--- src/rtl/pipe_ctrl_pkg.sv ---
// Purpose: shared types and constants for the pipeline sequencer.
// Latency: n/a (declarations only).
// Backpressure: n/a.
package pipe_ctrl_pkg;

   typedef enum logic [1:0] {
      RUN      = 2'd0,
      MDU_WAIT = 2'd1,
      MEM_WAIT = 2'd2
   } state_e;

   // Bit positions of the inter-stage registers in the internal we/fl vectors
   localparam int STG_IF_ID  = 0;
   localparam int STG_ID_EX  = 1;
   localparam int STG_EX_MEM = 2;
   localparam int STG_MEM_WB = 3;
   localparam int NUM_STG    = 4;

endpackage

--- src/rtl/pipe_ctrl_hazard_detect.sv ---
// Purpose: load-use hazard compare between the EX load and the ID sources.
// Latency: combinational, same cycle.
// Backpressure: none; consumer decides whether the hazard wins priority.
module pipe_ctrl_hazard_detect
   import pipe_ctrl_pkg::*;
#(
   parameter int REG_ADDR_W = 5
) (
   input  logic [REG_ADDR_W-1:0] id_rs1,
   input  logic [REG_ADDR_W-1:0] id_rs2,
   input  logic                  id_use_rs1,
   input  logic                  id_use_rs2,
   input  logic [REG_ADDR_W-1:0] ex_rd,
   input  logic                  ex_reg_write,
   input  logic                  ex_mem_read,
   output logic                  load_use
);

   logic rd_live;
   logic rs1_hit;
   logic rs2_hit;

   // x0 is hardwired zero, so a load targeting it never creates a dependency
   always_comb begin
      rd_live  = ex_mem_read & ex_reg_write & (ex_rd != '0);
      rs1_hit  = id_use_rs1 & (id_rs1 == ex_rd);
      rs2_hit  = id_use_rs2 & (id_rs2 == ex_rd);
      load_use = rd_live & (rs1_hit | rs2_hit);
   end

endmodule

--- src/rtl/pipe_ctrl.sv ---
// Purpose: pipeline sequencer driving per-stage write-enable/flush and PC write.
// Latency: control outputs combinational from registered state + inputs (same edge).
// Backpressure: freezes upstream stages (we=0) and inserts bubbles (we=1, fl=1).
module pipe_ctrl
   import pipe_ctrl_pkg::*;
#(
   parameter int REG_ADDR_W  = 5,
   parameter int MEM_TIMEOUT = 255,
   parameter int CNT_W       = 32
) (
   input  logic                  clk,
   input  logic                  rst,
   input  logic [REG_ADDR_W-1:0] id_rs1,
   input  logic [REG_ADDR_W-1:0] id_rs2,
   input  logic                  id_use_rs1,
   input  logic                  id_use_rs2,
   input  logic [REG_ADDR_W-1:0] ex_rd,
   input  logic                  ex_reg_write,
   input  logic                  ex_mem_read,
   input  logic                  ex_branch_taken,
   input  logic                  ex_mdu_start,
   input  logic                  mdu_done,
   input  logic                  dmem_req,
   input  logic                  dmem_ready,
   input  logic                  trap,
   output logic                  pc_we,
   output logic                  we_if_id,
   output logic                  we_id_ex,
   output logic                  we_ex_mem,
   output logic                  we_mem_wb,
   output logic                  fl_if_id,
   output logic                  fl_id_ex,
   output logic                  fl_ex_mem,
   output logic                  fl_mem_wb,
   output logic                  mdu_abort,
   output logic                  bus_err,
   output logic [CNT_W-1:0]      stall_cnt
);

   localparam int WAIT_W = $clog2(MEM_TIMEOUT + 1);

   state_e             state_q, state_d;
   logic [WAIT_W-1:0]  wait_cnt_q, wait_cnt_d;
   logic [CNT_W-1:0]   stall_cnt_q, stall_cnt_d;

   logic               load_use;
   logic               mem_wait;
   logic               mdu_wait;
   logic               timeout;
   logic               pc_we_c;
   logic [NUM_STG-1:0] we_c;
   logic [NUM_STG-1:0] fl_c;
   logic               mdu_abort_c;
   logic               bus_err_c;

   pipe_ctrl_hazard_detect #(
      .REG_ADDR_W (REG_ADDR_W)
   ) u_hazard_detect (
      .id_rs1       (id_rs1),
      .id_rs2       (id_rs2),
      .id_use_rs1   (id_use_rs1),
      .id_use_rs2   (id_use_rs2),
      .ex_rd        (ex_rd),
      .ex_reg_write (ex_reg_write),
      .ex_mem_read  (ex_mem_read),
      .load_use     (load_use)
   );

   // Priority resolution: trap/timeout > memory wait > MDU wait > branch > load-use
   always_comb begin
      state_d     = state_q;
      wait_cnt_d  = '0;
      pc_we_c     = 1'b1;
      we_c        = '1;
      fl_c        = '0;
      mdu_abort_c = 1'b0;
      bus_err_c   = 1'b0;

      mem_wait = dmem_req & ~dmem_ready;
      // MEM_WAIT only lasts while the access is pending, so once it releases the
      // MDU check behaves as in RUN; a held MDU op is not let through early.
      mdu_wait = ex_mdu_start & ~mdu_done;
      timeout  = mem_wait & (wait_cnt_q == WAIT_W'(MEM_TIMEOUT));

      if (trap || timeout) begin
         fl_c        = '1;
         mdu_abort_c = (state_q == MDU_WAIT);
         bus_err_c   = timeout;
         state_d     = RUN;
      end else if (mem_wait) begin
         pc_we_c            = 1'b0;
         we_c[STG_IF_ID]    = 1'b0;
         we_c[STG_ID_EX]    = 1'b0;
         we_c[STG_EX_MEM]   = 1'b0;
         fl_c[STG_MEM_WB]   = 1'b1;
         wait_cnt_d         = wait_cnt_q + WAIT_W'(1);
         // An MDU op already waiting keeps its state so a later trap still aborts it
         state_d            = (state_q == MDU_WAIT) ? MDU_WAIT : MEM_WAIT;
      end else if (mdu_wait) begin
         pc_we_c            = 1'b0;
         we_c[STG_IF_ID]    = 1'b0;
         we_c[STG_ID_EX]    = 1'b0;
         fl_c[STG_EX_MEM]   = 1'b1;
         state_d            = MDU_WAIT;
      end else begin
         state_d = RUN;
         if (ex_branch_taken) begin
            // ID holds a wrong-path instruction, so any load-use on it is moot
            fl_c[STG_IF_ID] = 1'b1;
            fl_c[STG_ID_EX] = 1'b1;
         end else if (load_use) begin
            pc_we_c         = 1'b0;
            we_c[STG_IF_ID] = 1'b0;
            fl_c[STG_ID_EX] = 1'b1;
         end
      end

      stall_cnt_d = stall_cnt_q;
      if (!pc_we_c && (stall_cnt_q != '1)) begin
         stall_cnt_d = stall_cnt_q + CNT_W'(1);
      end
   end

   // State, wait counter and stall counter registers
   always_ff @(posedge clk or posedge rst) begin
      if (rst) begin
         state_q     <= RUN;
         wait_cnt_q  <= '0;
         stall_cnt_q <= '0;
      end else begin
         state_q     <= state_d;
         wait_cnt_q  <= wait_cnt_d;
         stall_cnt_q <= stall_cnt_d;
      end
   end

   // Outputs forced low while reset is asserted, without waiting for a clock
   always_comb begin
      pc_we     = pc_we_c & ~rst;
      we_if_id  = we_c[STG_IF_ID]  & ~rst;
      we_id_ex  = we_c[STG_ID_EX]  & ~rst;
      we_ex_mem = we_c[STG_EX_MEM] & ~rst;
      we_mem_wb = we_c[STG_MEM_WB] & ~rst;
      fl_if_id  = fl_c[STG_IF_ID]  & ~rst;
      fl_id_ex  = fl_c[STG_ID_EX]  & ~rst;
      fl_ex_mem = fl_c[STG_EX_MEM] & ~rst;
      fl_mem_wb = fl_c[STG_MEM_WB] & ~rst;
      mdu_abort = mdu_abort_c & ~rst;
      bus_err   = bus_err_c & ~rst;
      stall_cnt = stall_cnt_q;
   end

endmodule

--- config.mk ---
export PLATFORM = sky130hd
export DESIGN_NAME = pipe_ctrl
export DESIGN_NICKNAME = d
export VERILOG_FILES = /design/src/rtl/pipe_ctrl_pkg.sv /design/src/rtl/pipe_ctrl_hazard_detect.sv /design/src/rtl/pipe_ctrl.sv
export SDC_FILE = /design/constraint.sdc
export NUM_CORES = 1
export LEC_CHECK = 0
export CORE_ASPECT_RATIO = 0.75
export CORE_MARGIN = 2
export CORE_UTILIZATION = 51
export DETAILED_ROUTE_END_ITERATION = 8
export PLACE_DENSITY = 0.86
export SYNTH_ARGS = -nofsm -noshare
export SYNTH_HDL_FRONTEND = slang
export SYNTH_HIERARCHICAL = 1
export SYNTH_SLANG_ARGS = --single-unit
--- constraint.sdc ---
create_clock -name clk -period 6.3 [get_ports clk]
set_input_delay 1.26 -clock clk [delete_from_list [all_inputs] [get_ports clk]]
set_output_delay 1.26 -clock clk [all_outputs]
set_load 0.05 [all_outputs]
### Word level (Yosys, flattened, before mapping)

Cells that the tools add are included.

| storage, ports and cells | value |
|---|---|
| bits in registers | 42 |
| input port bits | 27 |
| output and inout port bits | 43 |
| logic and storage cells | 61 |

| cells by class | value |
|---|---|
| reduce and logical (&&, ||, !) cells | 4 |
| mux-type cells | 25 |
| bitwise gates (word level) | 22 |
| equality and inequality tests | 5 |
| add/subtract/negate cells | 2 |

Operators by type and width:

| cell | count |
|---|---|
| $add A32 B1 Y32 const B | 1 |
| $ne A32 B32 Y1 const B | 1 |
| $and A1 B1 Y1 | 18 |
| $mux W8 | 2 |
| $mux W1 | 15 |
| $eq A5 B5 Y1 | 2 |
| $mux W2 | 5 |
| $add A8 B1 Y8 const B | 1 |
| $eq A8 B8 Y1 const B | 1 |
| $mux W3 | 2 |
| $reduce_bool A5 Y1 | 1 |
| $mux W4 | 1 |
| $not A1 Y1 | 3 |
| $eq A2 B1 Y1 const B | 1 |
| $logic_and A1 B1 Y1 | 1 |
| $logic_not A1 Y1 | 1 |
| $logic_or A1 B1 Y1 | 1 |
| $or A1 B1 Y1 | 1 |

### Logic depth before layout (Yosys ltp)

| logic depth | value |
|---|---|
| word-level depth | 11 |
| depth in mapped cells | 11 |
| depth with buffers taken out | 9 |

### Cells and area by module

The synthesis kept the hierarchy.

Modules (own cells, without submodules):

| module | instances | sequential area each (µm²) | cells each | area each (µm²) |
|---|---|---|---|---|
| pipe_ctrl | 1 | 1051.0 | 210 | 2210.9 |
| pipe_ctrl_hazard_detect | 1 | 0.0 | 17 | 135.1 |

### Least setup slack after synthesis

OpenSTA, ideal clock, no wires.

| timing | value |
|---|---|
| path kind | input to output |
| start point | input ex_rd[3] |
| end point | output we_if_id |
| buffers on the path | 3 |
| cell stages on the path | 10 |
| data arrival time | 3.642 ns |
| setup slack | 1.398 ns |
| data required time | 5.040 ns |
| path through | or4_1 -> o211ai_2 -> a21oi_1 -> nor2b_1 -> nor3_1 -> nor2b_1 -> buf_2 -> buf_2 -> nor2_1 -> buf_4 |

| between the ends | value |
|---|---|
| cells in the longest elaborated chain, start to end | 10 |
| elaborated cells on any way between the ends | 14 |
| classes of those cells | eq/ne: 2; mux: 5; bitwise: 6; reduce/logical: 1 |

RTL lines:

| item | RTL line | text |
|---|---|---|
| from (decl) | pipe_ctrl.sv:17 | `input logic [REG_ADDR_W-1:0] ex_rd,` |
| $eq A5 B5 Y1 (on tied branches) | pipe_ctrl_hazard_detect.sv:26, pipe_ctrl_hazard_detect.sv:27 |  |
| $and A1 B1 Y1 (on tied branches) | pipe_ctrl_hazard_detect.sv:26, pipe_ctrl_hazard_detect.sv:27 |  |
| $or A1 B1 Y1 | pipe_ctrl_hazard_detect.sv:28 | `load_use = rd_live & (rs1_hit \| rs2_hit);` |
| $and A1 B1 Y1 (*) | pipe_ctrl_hazard_detect.sv:28 |  |
| via load_use | pipe_ctrl.sv:46 | `logic load_use;` |
| $mux W1 (*) | pipe_ctrl.sv:111 | `end else if (load_use) begin` |
| $mux W1 (*) | pipe_ctrl.sv:107 | `if (ex_branch_taken) begin` |
| $mux W1 (*) | pipe_ctrl.sv:99 | `end else if (mdu_wait) begin` |
| $mux W2 (*) | pipe_ctrl.sv:90 | `end else if (mem_wait) begin` |
| $mux W3 (*) | pipe_ctrl.sv:85 | `if (trap \|\| timeout) begin` |
| $and A1 B1 Y1 (*) | pipe_ctrl.sv:140 | `we_if_id = we_c[STG_IF_ID] & ~rst;` |
| to (decl) | pipe_ctrl.sv:27 | `output logic we_if_id,` |

The timed path passes the listed nets; every way through them passes the cells marked *.

### Worst setup path in the final report

Ends and elaborated chain as after synthesis.

==> metrics.log <==
[metrics] outcome: finished clean
[metrics] synthesis-stage register bit count: 42
[metrics] remaining routing DRC violations: 0
[metrics] Clk pin slew, worst setup/hold paths: 0.08 ns
[metrics] Worst Reg-to-Reg Cells: 5
[metrics] Die X-Extent: 82.3 um
[metrics] Final Net Count: 325
[metrics] number of enable flip-flop cells after synthesis: 0
[metrics] count of fill cells added during filler insertion: 321
[metrics] arrival time reported for the critical path endpoint: a little under 4 ns
[metrics] FMAX: 195 MHz
[metrics] GR Util All Layers: 0.232
[metrics] drt first-iter violations: 104
[metrics] total nets after synthesis: 256
[metrics] setup repair after global routing missed its margin: no
[metrics] final estimated routing congestion in global placement: 0.829
[metrics] Power per Cell Area: 231 mW/mm2
[metrics] vias in the first global route: 1922
[metrics] Worst path slowest cell: sky130_fd_sc_hd__clkdlybuf4s50_1
[metrics] number of instances on the worst hold path: 1
[metrics] summed negative setup slack over all endpoints: 0 ns
[metrics] antenna violations before repair: 0
[metrics] final setup skew: 0.00876 ns
[metrics] post-DR wirelength/cell: 15.3 um
[metrics] sum of buffers and inverters on the critical path: 2
[metrics] cell area after layout: 0.00315 mm2
[metrics] commonest cells after routing, fill and taps aside: 69 x sky130_fd_sc_hd__clkdlybuf4s50_1, 42 x sky130_fd_sc_hd__dfrtp_1, 35 x sky130_fd_sc_hd__xnor2_1
[metrics] Area growth syn-to-layout: 34.4%
[metrics] total count of hold-check failures in the final report: 0
[metrics] final number of max-transition violations: 0
[metrics] Detail Route Antenna Nets: 0
[metrics] Worst slew margin: 0.586
[metrics] Post-Place Cell Area: slightly above 0.003 mm2
[metrics] share of async-settable or async-resettable flops after synthesis: 1.00
[metrics] number of optimization iterations in the first detailed-route pass: 4
[metrics] number of library cell types mapped by synthesis: 35
[metrics] wire length of the first global-routing pass: about 9200 um
[metrics] overall die area: 0.00516 mm2
[metrics] quantity of I/O buffers inserted on ports: just under 70
[metrics] maximum number of pins on one net before global-route repair: 41
[metrics] period utilisation layout: 0.814
[metrics] largest stage delay on the critical path: 0.82 ns
[metrics] area of the mapped netlist: approximately 0.0023 mm2
[metrics] I/O pin count: 70
[metrics] Clock Sink Count: 42
[metrics] register area share after synthesis: 0.448
[metrics] most common library cell in the layout ignoring fill and taps: sky130_fd_sc_hd__clkdlybuf4s50_1
[metrics] htree depth: 2
[metrics] Final Power: between 0.0007 and 0.0008 W
[metrics] number of buffers inserted to repair setup after CTS: 0
[metrics] static leakage power: 1.32 nW
[metrics] most instantiated flip-flop cell in the synthesis netlist: sky130_fd_sc_hd__dfrtp_1
[metrics] YS warnings: 6
[metrics] standard cell core area: 0.00444 mm2
[metrics] overall routed net length: 5400 um
[metrics] final setup violating endpoints: 0
[metrics] DR vias: 1920
[metrics] maximum ir drop on the vdd rail: roughly 0.34 mV
[metrics] CP max FO: 3
[metrics] number of violations of the max-capacitance limit: 0
[metrics] Worst Path Required: 5.04 ns
[metrics] source-to-sink clock delay at the later pin of the worst-skew pair: 0.30 ns
[metrics] # diodes: 0
[metrics] clock tree root buffer cell: sky130_fd_sc_hd__clkbuf_8
[metrics] detailed-placement wirelength estimate: between 3000 and 4000 um
[metrics] Mean Syn Cell Area: 10.3 um2
[metrics] initial cell density of the core: 0.528
[metrics] Syn Inst Count: 227
[metrics] CTS tree: built
[metrics] critical-path cell list: clkdlybuf4s50_1, or4_1, o211ai_2, a21oi_1, nor2b_1, nor3_1, nor2b_1, nor2_1, clkdlybuf4s50_1
[metrics] R2R setup slack: between 4 and 5 ns
[metrics] crit path launch type: input pin
[metrics] total congestion overflow: 0
[metrics] number of logic stages on the critical path including buffering: 9
[metrics] type of element capturing the critical path: primary output
[metrics] cts-stage hold buffer count: 0
[metrics] Vert. Die Dim: 62.7 um
[metrics] CTS Buffer Depth: 2
[metrics] number of gates resized after CTS: 0
[metrics] share of cells above drive strength 1: 0.0707
[metrics] average vias per placed instance: approximately 5.4
[metrics] Tightest Pin Transition: 0.620 ns
[metrics] count of standard-cell rows: 21
[metrics] Tmin final: ~5.1 ns
[metrics] type of the most critical hold path: register to register
[metrics] kind of cell adding the most delay to the critical path: buffers and inverters
[metrics] worst setup path category: input pin to primary output
[metrics] number of CTS-inserted buffers: 5
power breakdown:
group	internal [W]	switching, W
registers	0.000288	0.0000255
clock network	0.000117	0.0000966
logic	0.0000766	0.000124
stage by stage:
stage / instances / util / setup slack [ns] / hold WS [ns]
floorplan: 227 / - / 1.40 / 0.447
global placement: 346 / 0.686 / 1.24 / 0.473
detailed placement: 346 / 0.686 / 1.17 / 0.486
CTS: 354 / 0.710 / 1.16 / 0.501
global route: 354 / 0.710 / 0.996 / 0.530
finish: 354 / 0.710 / 1.17 / 0.499
final timing paths:
kind / startpoint / end
setup / recovery: ex_rd[3] / we_if_id
hold / removal: wait_cnt_q[0]$_DFF_PP0_ / wait_cnt_q[0]$_DFF_PP0_
setup reg to reg: wait_cnt_q[0]$_DFF_PP0_ / stall_cnt[25]$_DFFE_PP0P_
hold reg to reg: wait_cnt_q[0]$_DFF_PP0_ / wait_cnt_q[0]$_DFF_PP0_
max in group asynchronous: rst / wait_cnt_q[1]$_DFF_PP0_
min in group asynchronous: rst / state_q[0]$_DFF_PP0_
registers in the layout, summed over array words and instances (netlist names):
signal and count:
stall_cnt 32, wait_cnt_q 8, state_q 2
cell usage after synthesis (all sizes together), types with 5 or more instances:
| cell type | instances | area share |
|---|---|---|
| dfrtp | 42 | 0.45 |
| nand3 | 20 | 0.043 |
| nand2 | 11 | 0.018 |
| and3 | 15 | 0.040 |
| nor2 | 15 | 0.027 |
| a21oi | 6 | 0.013 |
| xnor2 | 35 | 0.13 |
| nand4 | 21 | 0.067 |
| nor4 | 5 | 0.016 |
| buf | 7 | 0.030 |
| and2 | 5 | 0.013 |
| xor2 | 12 | 0.045 |
cell families (layout without fill, tap and decap cells):
kind of cell	count (synthesis)	after routing	share of synthesized area
flip-flops	42	42	0.448
multiplexers	1	1	0.00480
XOR/XNOR	47	47	0.175
adder cells (fa/ha/maj)	2	2	0.0107
AO/OA/AOI/OAI	12	12	0.0395
buffers and inverters	13	83	0.0400
AND/OR/NAND/NOR	110	110	0.282
layout make-up:
| cell class | count | area, um2 | area share |
|---|---|---|---|
| multi-input combinational | 172 | 1200 | 0.381 |
| inverter | 4 | 15.0 | 0.00476 |
| clock inverter | 3 | 40.0 | 0.0127 |
| tap | 57 | 71.3 | 0.0226 |
| clock buffer | 5 | 68.8 | 0.0218 |
| timing repair buffer | 71 | 706 | 0.224 |
| sequential | 42 | 1050 | 0.333 |
routing by layer:
layer  GRT usage  vias up  routed length [um]  part of all wire
met5           0        -                   0                 0
met4      0.0729        0                  35            0.0065
met3      0.0491        4                 174             0.032
met2       0.345       37                2560              0.47
met1       0.338      940                2630              0.49
li1            -      939                   -                 -
worst register-to-register path, delay by kind of cell, from the launching register on:
family / cells / cell delay (ns)
adders and majority gates: 1 / 0.28
DFF: 1 / 0.41
AOI/OAI and AO/OA: 1 / 0.41
and+or+nand+nor: 2 / 0.84
xor gates and xnor gates: 1 / 0.17
No activity file was read; power rests on OpenSTA's default activity.
